<file path="src/rtl/imem_load_arbiter.sv">
// imem_load_arbiter: hands the single instruction-memory port to a boot/reload word stream, then to the core fetch path.
module imem_load_arbiter #(
    parameter int DEPTH     = 1024,
    parameter int ADDR_W    = 10,
    parameter int LOAD_BASE = 0
) (
    input  logic              clk,
    input  logic              rst,
    input  logic              ld_valid,
    input  logic [31:0]       ld_data,
    input  logic              ld_last,
    output logic              ld_ready,
    input  logic              reload_req,
    input  logic [31:0]       fetch_addr,
    output logic [31:0]       fetch_data,
    output logic              core_rst,
    output logic              mem_we,
    output logic [ADDR_W-1:0] mem_addr,
    output logic [31:0]       mem_wdata,
    input  logic [31:0]       mem_rdata,
    output logic [ADDR_W:0]   load_count,
    output logic              load_err
);
    localparam logic [31:0] NOP = 32'h00000013;

    typedef enum logic [1:0] {LOAD, DONE, RUN} state_t;

    state_t          state, state_nxt;
    logic [ADDR_W:0] wr_addr;
    logic            accept, full, misaligned, unused_fetch;

    assign wr_addr      = (ADDR_W+1)'(LOAD_BASE) + load_count;
    assign full         = wr_addr == (ADDR_W+1)'(DEPTH-1);
    assign misaligned   = fetch_addr[1:0] != 2'b00;
    assign unused_fetch = ^{fetch_addr[31:ADDR_W+2]};
    assign mem_wdata    = ld_data;

    always_ff @(posedge clk or posedge rst)
        if (rst) state <= LOAD;
        else     state <= state_nxt;

    // A reload wipes the count and the sticky error together with leaving RUN.
    always_ff @(posedge clk or posedge rst)
        if (rst) begin
            load_count <= '0;
            load_err   <= 1'b0;
        end else if (state == RUN && reload_req) begin
            load_count <= '0;
            load_err   <= 1'b0;
        end else begin
            if (accept) load_count <= load_count + 1'b1;
            if ((accept && full && !ld_last) || (state == RUN && misaligned)) load_err <= 1'b1;
        end

    always_comb begin
        state_nxt  = state;
        accept     = 1'b0;
        ld_ready   = 1'b0;
        core_rst   = 1'b1;
        mem_we     = 1'b0;
        mem_addr   = wr_addr[ADDR_W-1:0];
        fetch_data = '0;
        case (state)
            LOAD: begin
                ld_ready = 1'b1;
                accept   = ld_valid;
                mem_we   = ld_valid;
                if (ld_valid && (ld_last || full)) state_nxt = DONE;
            end
            DONE: state_nxt = RUN;
            RUN: begin
                core_rst   = 1'b0;
                mem_addr   = fetch_addr[ADDR_W+1:2];
                fetch_data = misaligned ? NOP : mem_rdata;
                if (reload_req) state_nxt = LOAD;
            end
            default: state_nxt = LOAD;
        endcase
    end
endmodule

</file>
<file path="config.mk">
export PLATFORM = sky130hd
export DESIGN_NAME = imem_load_arbiter
export DESIGN_NICKNAME = d
export VERILOG_FILES = /design/src/rtl/imem_load_arbiter.sv
export SDC_FILE = /design/constraint.sdc
export NUM_CORES = 1
export LEC_CHECK = 0
export BUFFER_PORTS_ARGS = -buffer_cell sky130_fd_sc_hd__buf_2
export CAP_MARGIN = 20
export CORE_AREA = 2 2 73 75
export CTS_CLUSTER_DIAMETER = 120
export DETAILED_ROUTE_END_ITERATION = 10
export DIE_AREA = 0 0 75 77
export GPL_TIMING_DRIVEN = 0
export PLACE_DENSITY = 0.72
export SLEW_MARGIN = 15
export SYNTH_ARGS = -nofsm -noshare
export SYNTH_HDL_FRONTEND = slang
export SYNTH_SLANG_ARGS = --single-unit
</file>
<file path="constraint.sdc">
create_clock -name clk -period 2.5 [get_ports clk]
set_input_delay 0.25 -clock clk [delete_from_list [all_inputs] [get_ports clk]]
set_output_delay 0.25 -clock clk [all_outputs]
set_load 0.02 [all_outputs]
</file>
Yosys cells after proc, flatten, opt, wreduce, memory -nomap -nowiden
Cells that the tools add are included.
Widths: inputs -> output; s select.
- register bits after elaboration: 14
- input port bits: 101
- output and inout bits: 89
- word-level logic and storage cells: 35
- $add $sub $neg: 1
- equality and inequality tests: 5
- mux-type cells: 13
- reductions and logical operators: 13
- operators with widths (operator ; number):
    $mux 32 ; 2
    $mux 11 ; 2
    $add 11x1->11 const B ; 1
    $eq 11x10->1 const B ; 1
    $mux 10 ; 1
    $pmux 2 s3 ; 1
    $reduce_bool 2->1 ; 3
    $logic_and 1x1->1 ; 5
    $mux 1 ; 5
    $mux 2 ; 2
    $ne 2x2->1 const B ; 2
    $eq 2x1->1 const B ; 1
    $eq 2x2->1 const B ; 1
    $logic_not 2->1 ; 1
    $logic_or 1x1->1 ; 2
    $reduce_and 2->1 ; 1
    $logic_not 1->1 ; 1

Longest topological paths before layout
Gate-level depths: netlist of run 1.
- word-level depth: 7
- gate-level depth with buffers: 6
- depth with buffers taken out: 5

Least setup slack after synthesis of run 1
No wires, ideal clock.
- path type: reg-to-reg
- start: register load_count[0]
- end: register load_err
- setup time: 0.082 ns
- data arrival time: 1.849 ns
- data required time: 2.418 ns
- setup slack: 0.569 ns
- stages on the path, launching flop included: 6
- buffers on the path: 0
- clock period less this slack: 1.931 ns
- cell sequence: dfrtp_1 > ha_1 > nand2_1 > or3_4 > or4_1 > a31oi_1
- longest elaborated chain between the ends: 5
- ends and longest elaborated chain (what ; line ; source):
    start: declaration ; 21 ; output logic [ADDR_W:0] load_count,
    start signal: assignment ; 51 ; if (accept) load_count <= load_count + 1'b1;
    $eq 11x10->1 ; 33 ; assign full = wr_addr == (ADDR_W+1)'(DEPTH-1);
    $logic_and 1x1->1 (2 in a row) ; 52 ; if ((accept && full && !ld_last) || (state == RUN && misaligned)) load_err <= 1'b1;
    $logic_or 1x1->1 ; 52 ;
    $reduce_bool 2->1 (no source line) ; -- ;
    end signal: assignment ; 46 ; load_err <= 1'b0;
    end signal: assignment ; 49 ; load_err <= 1'b0;
    end signal: assignment ; 52 ;
    end: declaration ; 22 ; output logic load_err
Every way passes these cells.
A chain may end at the register's enable or synchronous reset.

Final worst setup path of run 1
- start: register state[0]
- end: output fetch_data[26]
- longest elaborated chain between the ends: 2
- ends and longest elaborated chain (what ; line ; source):
    start: declaration ; 28 ; state_t state, state_nxt;
    start signal: assignment ; 40 ; else state <= state_nxt;
    $eq 2x2->1 ; 63 ; case (state)
    $mux 32 ; 63 ;
    end: declaration ; 15 ; output logic [31:0] fetch_data,
Every way passes these cells.

==> results.sh, run 1 <==
export IMPL_status="finished clean"
export IMPL_hpwl_um=3650
export IMPL_cts_root_buf="clkbuf_8"
export IMPL_grt_max_degree=15
export IMPL_fin_hold_ws_ns=0.0381
export IMPL_dieArea_um2=5780
export IMPL_fin_worst_skew_ns=0.00156
export IMPL_post_synth_top_count_cell="nand2_1"
export IMPL_final_util_pct=42.5
export IMPL_fillCellCount=527
export IMPL_crit_type="flip-flop to output pin"
export IMPL_vias=1580
export IMPL_drc=0
export IMPL_routed_wl_um=4210
export IMPL_yosysSeqAreaShare_pct=27.4
export IMPL_seqPwrFrac_pct=30.6
export IMPL_setup_viol=0
export IMPL_peakVddDrop_mv=0.233
export IMPL_cts_tree="built"
export IMPL_preCtsSetupSlack_ns=0.234
export IMPL_p_int_w=0.000633
export IMPL_critPathCaptureType="output pin"
export IMPL_clock_path_buffers=2
export IMPL_grt_pass1_vias=1513
export IMPL_worst_slew_pin_slew_ns=0.539
export IMPL_synth_seq_cells=14
export IMPL_dieHeight_um=77
export IMPL_synthFlopType="dfrtp_1"
export IMPL_grt_setup_unrepaired="false"
export IMPL_fp_dieW_um=75
export IMPL_clkSlewWorstSetupHoldPaths_ns=0.06
export IMPL_max_freq_mhz=450
export IMPL_num_antenna_cells=0
export IMPL_sw_frac_of_total_pct=43.6
export IMPL_vias_per_cell=4.07
export IMPL_fin_ws_ns=0.280
export IMPL_h_tree_depth=1
export IMPL_critPathMaxFanout=10
export IMPL_gp_congestion=0.798
export IMPL_numCtsBuffers=3
export IMPL_syn_inst=177
export IMPL_reg2reg_to="load_err"
export IMPL_synth_area_per_cell_um2=7.23
export IMPL_clkLatencyLatePin_ns=0.24
export IMPL_r2r_start="state[1]"
export IMPL_hold_buffers=0
export IMPL_arrival_ns=1.97
export IMPL_yosysTopAreaCellShare_pct=27.4
export IMPL_synth_nets=279
export IMPL_pwr_share_clk_pct=19.6
export IMPL_async_flop_share_pct=100
export IMPL_stdcell_area_um2=2110
export IMPL_ant_nets=0
export IMPL_timing_setup_tns_ns=0
export IMPL_antenna_found_initial=0
export IMPL_num_nets_final=421
export IMPL_synth_cell_area_um2=1280
export IMPL_power_density_nw_per_um2=531
export IMPL_max_cap_violations=0
export IMPL_hold_path_class="input port to asynchronous set/reset pin"
export IMPL_cts_num_sinks=14
export IMPL_r2r_cells=5
export IMPL_final_min_clock_period_ns=2.22
export IMPL_syn_to_final_growth_pct=65.1
export IMPL_drt_initial_drc_count=35
export IMPL_port_buffers=137
export IMPL_final_max_slew_viol_count=0
export IMPL_initial_utilization_pct=25.7
export IMPL_cp_required_ns=2.25
export IMPL_firstDrtPassIters=4
export IMPL_postPlaceCellArea_um2=2050
export IMPL_io_pins=190
export IMPL_net_switching_power_w=0.000489
export IMPL_finalCritPeriodShare_pct=88.8
export IMPL_netlist_top_cells_count="37 x nand2_1, 32 x buf_4, 30 x and2_1"
export IMPL_comb_power_share_pct=49.8
export IMPL_worst_path_max_delay_cell="dfrtp_1"
export IMPL_drive_gt1_share_pct=56.3
export IMPL_path_cells="nor2b_2 > inv_1 > nor3_1 > clkbuf_2 > clkbuf_2 > and2_1 > buf_2"
export IMPL_netlist_top_cells_area="dfrtp_1 27%, buf_4 19%, and2_1 15%, nand2_1 11%, nor2_1 4.4%"
export IMPL_grt_total_usage_pct=14.3
export IMPL_crit_path_start_kind="flip-flop"
export IMPL_rrSetupSlack_ns=0.45
export IMPL_power_leakage_nw=1.30
export IMPL_gr_total_overflow=0
export IMPL_grt_pass1_wl_um=6620
export IMPL_hold_viol=0
export IMPL_yosys_warnings=0
export IMPL_placementRows=26
export IMPL_cp_common_cell="clkbuf_2"
export IMPL_yosys_cell_types_count=25
export IMPL_relSlewSlack_pct=64.0
export IMPL_critPathMaxStageDelay_ns=0.40
export IMPL_synth_edff_count=0
export IMPL_detail_route_wl_per_cell_um=10.8
export IMPL_core_um2=4980
export IMPL_synth_top_area_cell="dfrtp_1"
==> worst max path at each step <==
| stage | start | cells past startpoint | slack (ns) | endpoint |
|---|---|---|---|---|
| global route | state[0] | 7 | 0.02 | fetch_data[26] |
| finish | state[0] | 7 | 0.28 | fetch_data[26] |
| global placement | state[0] | 7 | 0.19 | fetch_data[26] |
| CTS | state[0] | 7 | 0.03 | fetch_data[26] |
| detailed placement | state[0] | 7 | 0.23 | fetch_data[26] |
| floorplan | load_count[0] | 5 | 0.57 | load_err |
==> power groups by stage <==
stage / clock network [W] / logic [W] / registers, W
after floorplan: 0 / 0.000311 / 0.000386
after global placement: 0 / 0.000558 / 0.000343
after detailed placement: 0 / 0.000565 / 0.000346
after CTS: 0.000225 / 0.000566 / 0.000343
after global routing: 0.000234 / 0.000618 / 0.000350
final: 0.000220 / 0.000558 / 0.000343
==> per-stage QoR <==
step | cells | power [W]
final | 388 | 0.00112
after detailed placement | 384 | 0.000912
after CTS | 388 | 0.00113
after global routing | 388 | 0.00120
after floorplan | 177 | 0.000697
after global placement | 384 | 0.000901
==> final cells by class <==
type	instances	area [µm²]	area share, %
buffer	39	270	12.8
sequential	14	350	16.6
multi-input combinational	119	646	30.6
clock buffer	4	55.1	2.61
timing repair buffer	137	686	32.4
tap	70	87.6	4.14
inverter	5	18.8	0.888
==> sequential cells by signal, summed over array words and instances (netlist names) <==
| register | cells |
|---|---|
| load_count | 11 |
| load_err | 1 |
| state | 2 |
==> critical path, delay by kind of cell, from the launching register on <==
| family | cells | cell delay (ns) |
|---|---|---|
| flops | 1 | 0.40 |
| simple gates | 3 | 0.56 |
| buf+inv | 4 | 0.75 |
==> kinds of logic after synthesis <==
logic type               after synthesis  share of synthesized area, %
AO/OA/AOI/OAI                          4                          1.66
buffers and inverters                 44                          22.4
XOR/XNOR                              10                          6.84
adder cells (fa/ha/maj)                1                         0.977
AND/OR/NAND/NOR                      104                          40.8
flip-flops                            14                          27.4
==> metal layers <==
| metal | up-vias | global-route usage, % | part of all wire [%] |
|---|---|---|---|
| li1 | 812 | - | - |
| met1 | 669 | 16.0 | 38 |
| met2 | 95 | 27.5 | 53 |
| met3 | 4 | 1.18 | 8.2 |
| met4 | 0 | 3.75 | 1.0 |
| met5 | - | 0 | 0 |
==> what timing repair did <==
item                       4_1_cts  5_1_grt
resized for setup                1        3
setup endpoints to repair       10       10
cloned                           0        0
buffers inserted                 0        0
==> placed cells by master (no fill, tap or decap) <==
cell,instances
nand2_1,37
xor2_1,4
xnor2_1,6
a31oi_1,1
buf_1,1
clkbuf_8,4
or3b_1,1
or2_2,1
buf_2,138
nor2b_2,1
ha_1,1
or3_4,1
inv_1,5
nor4_1,5
o21ai_0,2
clkbuf_1,3
nor3_1,5
nand3_1,1
buf_4,32
nand2b_1,1
dfrtp_1,14
or4_1,1
nor2_1,15
and2_1,30
clkbuf_2,2
nand4_1,5
a21oi_1,1
No activity file was read; power rests on OpenSTA's default activity.
==> inputs of run 2 (changes only) <==
==> constraint.sdc (replaced) <==
create_clock -name clk -period 2.5 [get_ports clk]
set_input_delay 0.5 -clock clk [delete_from_list [all_inputs] [get_ports clk]]
set_output_delay 0.5 -clock clk [all_outputs]
set_load 0.02 [all_outputs]
==> results.sh, run 2 (synthesis gave the netlist of run 1 again) <==
export IMPL_ant_nets=0
export IMPL_p_int_w=0.000635
export IMPL_critPathMaxFanout=10
export IMPL_rrSetupSlack_ns=0.44
export IMPL_core_um2=4980
export IMPL_crit_type="flip-flop to output pin"
export IMPL_routed_wl_um=4240
export IMPL_fin_worst_skew_ns=0.00205
export IMPL_power_total_w=0.00113
export IMPL_setup_viol=0
export IMPL_port_buffers=137
export IMPL_grt_total_usage_pct=14.3
export IMPL_grt_pass1_vias=1513
export IMPL_crit_path_start_kind="flip-flop"
export IMPL_pwr_share_clk_pct=19.6
export IMPL_vias=1583
export IMPL_final_max_slew_viol_count=0
export IMPL_grt_max_degree=15
export IMPL_arrival_ns=1.78
export IMPL_fin_ws_ns=0.224
export IMPL_placementRows=26
export IMPL_clock_path_buffers=2
export IMPL_hpwl_um=3650
export IMPL_comb_power_share_pct=49.9
export IMPL_reg_top3="load_count: 11 flops, state: 2 flops, load_err: 1 flops"
export IMPL_mostFrequentLayoutCells="138 x buf_2, 37 x nand2_1, 32 x buf_4"
export IMPL_drt_initial_drc_count=49
export IMPL_preCtsSetupSlack_ns=-0.0165
export IMPL_hold_viol=0
export IMPL_largest_reg_flops=11
export IMPL_status="finished clean"
export IMPL_sw_frac_of_total_pct=43.6
export IMPL_clkLatencyLatePin_ns=0.24
export IMPL_seqPwrFrac_pct=30.5
export IMPL_h_tree_depth=1
export IMPL_detail_route_wl_per_cell_um=10.9
export IMPL_cts_num_sinks=14
export IMPL_gp_congestion=0.798
export IMPL_vias_per_cell=4.08
export IMPL_cts_tree="built"
export IMPL_fin_cells=388
export IMPL_max_freq_mhz=439
export IMPL_fillCellCount=525
export IMPL_cts_setup_buffers=0
export IMPL_top_register="load_count"
export IMPL_peakVddDrop_mv=0.232
export IMPL_cp_required_ns=2.00
export IMPL_startpoint="state[0]"
export IMPL_num_nets_final=421
export IMPL_antenna_found_initial=0
export IMPL_net_switching_power_w=0.000491
export IMPL_final_min_clock_period_ns=2.28
export IMPL_syn_to_final_growth_pct=66.1
export IMPL_power_density_nw_per_um2=530
export IMPL_max_cap_violations=0
export IMPL_critPathCaptureType="output pin"
export IMPL_power_leakage_nw=1.30
export IMPL_fp_dieW_um=75
export IMPL_reg2reg_to="load_err"
export IMPL_initial_utilization_pct=25.7
export IMPL_r2r_cells=5
export IMPL_worst_slew_pin_slew_ns=0.537
export IMPL_clkSlewWorstSetupHoldPaths_ns=0.06
export IMPL_drive_gt1_share_pct=56.9
export IMPL_relSlewSlack_pct=64.2
export IMPL_layout_commonest_cell="buf_2"
export IMPL_finalCritPeriodShare_pct=91.1
export IMPL_dieArea_um2=5780
export IMPL_dieHeight_um=77
export IMPL_hold_buffers=0
export IMPL_grt_setup_unrepaired="false"
export IMPL_firstDrtPassIters=4
export IMPL_dpl_cell_count=384
export IMPL_cts_root_buf="clkbuf_8"
export IMPL_gr_total_overflow=0
export IMPL_hold_path_class="input port to asynchronous set/reset pin"
export IMPL_r2r_start="state[0]"
export IMPL_drc=0
export IMPL_grt_pass1_wl_um=6610
export IMPL_io_pins=190
export IMPL_numCtsBuffers=3
export IMPL_num_antenna_cells=0
==> run 2: cell counts in the layout (fill, tap and decap cells not counted) <==
No cell type changed its count.
==> run 2: area by class of cell <==
type | count | area [µm²] | share of cell area, %
buffer | 39 | 273 | 12.8
clock buffer | 4 | 55.1 | 2.59
inverter | 5 | 18.8 | 0.883
multi-input combinational | 119 | 656 | 30.8
sequential | 14 | 350 | 16.5
tap | 70 | 87.6 | 4.12
timing repair buffer | 137 | 686 | 32.3
==> run 2: per-stage QoR <==
| stage | instance area, µm² | TNS (ns) | hold slack (ns) | utilization [%] |
|---|---|---|---|---|
| floorplan | 1280 | 0 | 0.389 | - |
| global placement | 2050 | -0.393 | 0.514 | 41.3 |
| detailed placement | 2050 | -0.0634 | 0.521 | 41.3 |
| CTS | 2120 | 0 | 0.314 | 42.5 |
| global route | 2130 | 0 | 0.345 | 42.7 |
| finish | 2130 | 0 | 0.286 | 42.7 |
==> run 2: repair_timing <==
| item | CTS | global route |
|---|---|---|
| endpoints found under the setup margin | 22 | 20 |
| gates cloned | 0 | 0 |
| gates resized for setup | 4 | 4 |
==> run 2: worst max-delay path: stages, from the launching register on <==
cell	delay [ns]
dfrtp_1	0.42
nor2b_4	0.16
inv_2	0.10
nor3_2	0.16
clkbuf_4	0.21
clkbuf_2	0.18
and2_1	0.14
buf_2	0.16
==> run 2: per-layer routing <==
layer / GRT usage (%) / routed length [µm]
met1: 15.9 / 1590
met2: 27.5 / 2260
met3: 1.18 / 352
met4: 3.75 / 42
met5: 0 / 0
==> run 2: worst max path at each step <==
stage	depth (start not counted)	slack, ns	endpoint
6_report	7	0.22	fetch_data[26]
5_1_grt	7	0.03	fetch_data[26]
4_1_cts	7	0.03	fetch_data[26]
3_5_place_dp	7	-0.02	fetch_data[26]
3_3_place_gp	7	-0.06	fetch_data[26]
2_1_floorplan	6	0.47	fetch_data[21]
==> run 2: power groups by stage <==
| stage | clock, W | combinational [W] | sequential, W |
|---|---|---|---|
| after global routing | 0.000234 | 0.000622 | 0.000351 |
| after global placement | 0 | 0.000558 | 0.000343 |
| after detailed placement | 0 | 0.000565 | 0.000346 |
| after CTS | 0.000225 | 0.000568 | 0.000343 |
| final | 0.000221 | 0.000562 | 0.000343 |
| after floorplan | 0 | 0.000311 | 0.000386 |
==> inputs of run 3 (changes only) <==
--- a/config.mk
+++ b/config.mk
@@ -5,12 +5,14 @@
 export SDC_FILE = /design/constraint.sdc
 export NUM_CORES = 1
 export LEC_CHECK = 0
+export ABC_AREA = 1
+export ABC_CLOCK_PERIOD_IN_PS = 2500
 export BUFFER_PORTS_ARGS = -buffer_cell sky130_fd_sc_hd__buf_2
 export CAP_MARGIN = 20
-export CORE_AREA = 2 2 73 75
+export CORE_AREA = 2 2 74 76
 export CTS_CLUSTER_DIAMETER = 120
 export DETAILED_ROUTE_END_ITERATION = 10
-export DIE_AREA = 0 0 75 77
+export DIE_AREA = 0 0 76 78
 export GPL_TIMING_DRIVEN = 0
 export PLACE_DENSITY = 0.72
 export SLEW_MARGIN = 15
==> results.sh, run 3 <==
export IMPL_clkSlewWorstSetupHoldPaths_ns=0.06
export IMPL_h_tree_depth=1
export IMPL_stdcell_area_um2=2200
export IMPL_worst_slew_pin_slew_ns=0.545
export IMPL_final_util_pct=43.7
export IMPL_largest_reg_flops=11
export IMPL_sw_frac_of_total_pct=45.3
export IMPL_layout_commonest_cell="buf_2"
export IMPL_synth_seq_cells=14
export IMPL_ant_nets=0
export IMPL_fp_dieW_um=76
export IMPL_net_switching_power_w=0.000506
export IMPL_synth_nets=331
export IMPL_postPlaceCellArea_um2=2160
export IMPL_dieArea_um2=5930
export IMPL_yosys_cell_types_count=20
export IMPL_initial_utilization_pct=27.5
export IMPL_hold_path_class="input port to asynchronous set/reset pin"
export IMPL_synth_area_per_cell_um2=6.06
export IMPL_fin_ws_ns=0.417
export IMPL_cp_required_ns=2.00
export IMPL_peakVddDrop_mv=0.482
export IMPL_yosys_warnings=0
export IMPL_critPathCaptureType="output pin"
export IMPL_vias=1836
export IMPL_power_density_nw_per_um2=507
export IMPL_final_max_slew_viol_count=0
export IMPL_drt_initial_drc_count=34
export IMPL_status="finished clean"
export IMPL_grt_total_usage_pct=15.5
export IMPL_dieHeight_um=78
export IMPL_r2r_cells=7
export IMPL_max_cap_violations=0
export IMPL_comb_power_share_pct=54.7
export IMPL_preCtsSetupSlack_ns=0.487
export IMPL_syn_to_final_growth_pct=58.7
export IMPL_reg_top3="load_count: 11 flops, state: 2 flops, load_err: 1 flops"
export IMPL_fin_worst_skew_ns=0.00357
export IMPL_cts_num_sinks=14
export IMPL_drc=0
export IMPL_synthFlopType="dfrtp_1"
export IMPL_synth_cell_area_um2=1390
export IMPL_grt_pass1_vias=1608
export IMPL_core_um2=5040
export IMPL_hold_viol=0
export IMPL_clkLatencyLatePin_ns=0.25
export IMPL_max_freq_mhz=480
export IMPL_synth_top_area_cell="dfrtp_1"
export IMPL_clock_path_buffers=2
export IMPL_grt_pass1_wl_um=7530
export IMPL_yosysTopAreaCellShare_pct=25.2
export IMPL_io_pins=190
export IMPL_gr_total_overflow=0
export IMPL_post_synth_top_count_cell="nor2_1"
export IMPL_numCtsBuffers=3
export IMPL_synth_edff_count=0
export IMPL_port_buffers=137
export IMPL_critPathMaxFanout=10
export IMPL_gp_congestion=0.872
export IMPL_cts_tree="built"
export IMPL_relSlewSlack_pct=63.6
export IMPL_mostFrequentLayoutCells="146 x buf_2, 61 x nor2_1, 56 x nand2_1"
export IMPL_fillCellCount=512
export IMPL_firstDrtPassIters=5
export IMPL_pwr_share_clk_pct=16.7
export IMPL_cts_root_buf="clkbuf_8"
export IMPL_detail_route_wl_per_cell_um=10.9
export IMPL_netlist_top_cells_count="61 x nor2_1, 56 x nand2_1, 32 x buf_4"
export IMPL_async_flop_share_pct=100
export IMPL_hpwl_um=3940
export IMPL_grt_max_degree=15
export IMPL_syn_inst=229
export IMPL_hold_buffers=0
export IMPL_num_antenna_cells=0
export IMPL_final_min_clock_period_ns=2.08
export IMPL_finalCritPeriodShare_pct=83.3
export IMPL_netlist_top_cells_area="dfrtp_1 25%, buf_4 17%, nor2_1 17%, nand2_1 15%, inv_1 4.3%"
export IMPL_cts_resized=0
export IMPL_p_int_w=0.000611
export IMPL_arrival_ns=1.58
export IMPL_num_nets_final=473
export IMPL_drive_gt1_share_pct=51.8
export IMPL_timing_setup_tns_ns=0
export IMPL_setup_viol=0
export IMPL_top_register="load_count"
export IMPL_cts_setup_buffers=0
export IMPL_seqPwrFrac_pct=28.6
export IMPL_grt_setup_unrepaired="false"
export IMPL_vias_per_cell=4.18
export IMPL_final_seq_area_um2=350
export IMPL_yosysSeqAreaShare_pct=25.2
export IMPL_power_leakage_nw=1.36
export IMPL_placementRows=26
export IMPL_crit_path_start_kind="flip-flop"
export IMPL_routed_wl_um=4800
export IMPL_multi_input_area_um2=688
export IMPL_antenna_found_initial=0
export IMPL_crit_type="flip-flop to output pin"
==> run 3: cell types whose count changed in the layout (fill, tap and decap cells not counted), sizes merged, moves of 6 or more <==
cell and change:
nand3 +9, inv +12, nand2 +22, clkbuf -6
xnor2 -6, and2 -30, buf +7, nor2 +47
a21oi +9
==> run 3: per-layer routing <==
layer  up-vias  global-route usage (%)  wire (µm)
met1       776                    17.4       1860
li1        951                       -          -
met3         9                    3.26        459
met4         0                    6.18         96
met5         -                       0          0
met2       100                    28.6       2390
==> run 3: worst paths after layout <==
kind / slack [ns] / end / startpoint
max: 0.42 / fetch_data[13] / state[1]
min: 0.28 / load_count[4] / rst
max reg2reg: 1.16 / load_err / load_count[1]
min reg2reg: 0.58 / load_count[1] / load_count[1]
max in group asynchronous: 1.85 / load_count[3] / rst
min in group clk: 0.47 / state[1] / reload_req
==> run 3: per-stage QoR <==
step           power [W]  hold WS (ns)  std cells
2_1_floorplan   0.000720         0.389        229
3_3_place_gp    0.000932         0.553        436
3_5_place_dp    0.000939         0.566        436
4_1_cts          0.00113         0.306        439
5_1_grt          0.00120         0.351        439
6_report         0.00112         0.284        439
==> run 3: logic make-up after synthesis <==
logic type	synth area share [%]
buffers and inverters	25.2
flip-flops	25.2
AND/OR/NAND/NOR	39.6
multiplexers	3.25
AO/OA/AOI/OAI	5.86
adder cells (fa/ha/maj)	0.902
==> run 3: cell type report <==
class,count,area share [%]
clock buffers,3,1.88
flip-flops and latches,14,15.9
well taps,70,3.98
plain buffers,41,13.0
multi-input cells,157,31.3
inverters,17,2.90
repair buffers,137,31.1
==> run 3: critical path, cell delays in order, from the launching register on <==
cell and delay, ns:
dfrtp_1 0.42, nand2_2 0.17, buf_2 0.26, buf_2 0.25, nor2_1 0.07, buf_2 0.16
==> run 3: power by group through the flow <==
stage | sequential, W | clock, W | combinational (W)
2_1_floorplan | 0.000364 | 0 | 0.000357
3_3_place_gp | 0.000321 | 0 | 0.000611
3_5_place_dp | 0.000324 | 0 | 0.000615
4_1_cts | 0.000319 | 0.000193 | 0.000618
5_1_grt | 0.000328 | 0.000205 | 0.000666
6_report | 0.000319 | 0.000187 | 0.000611
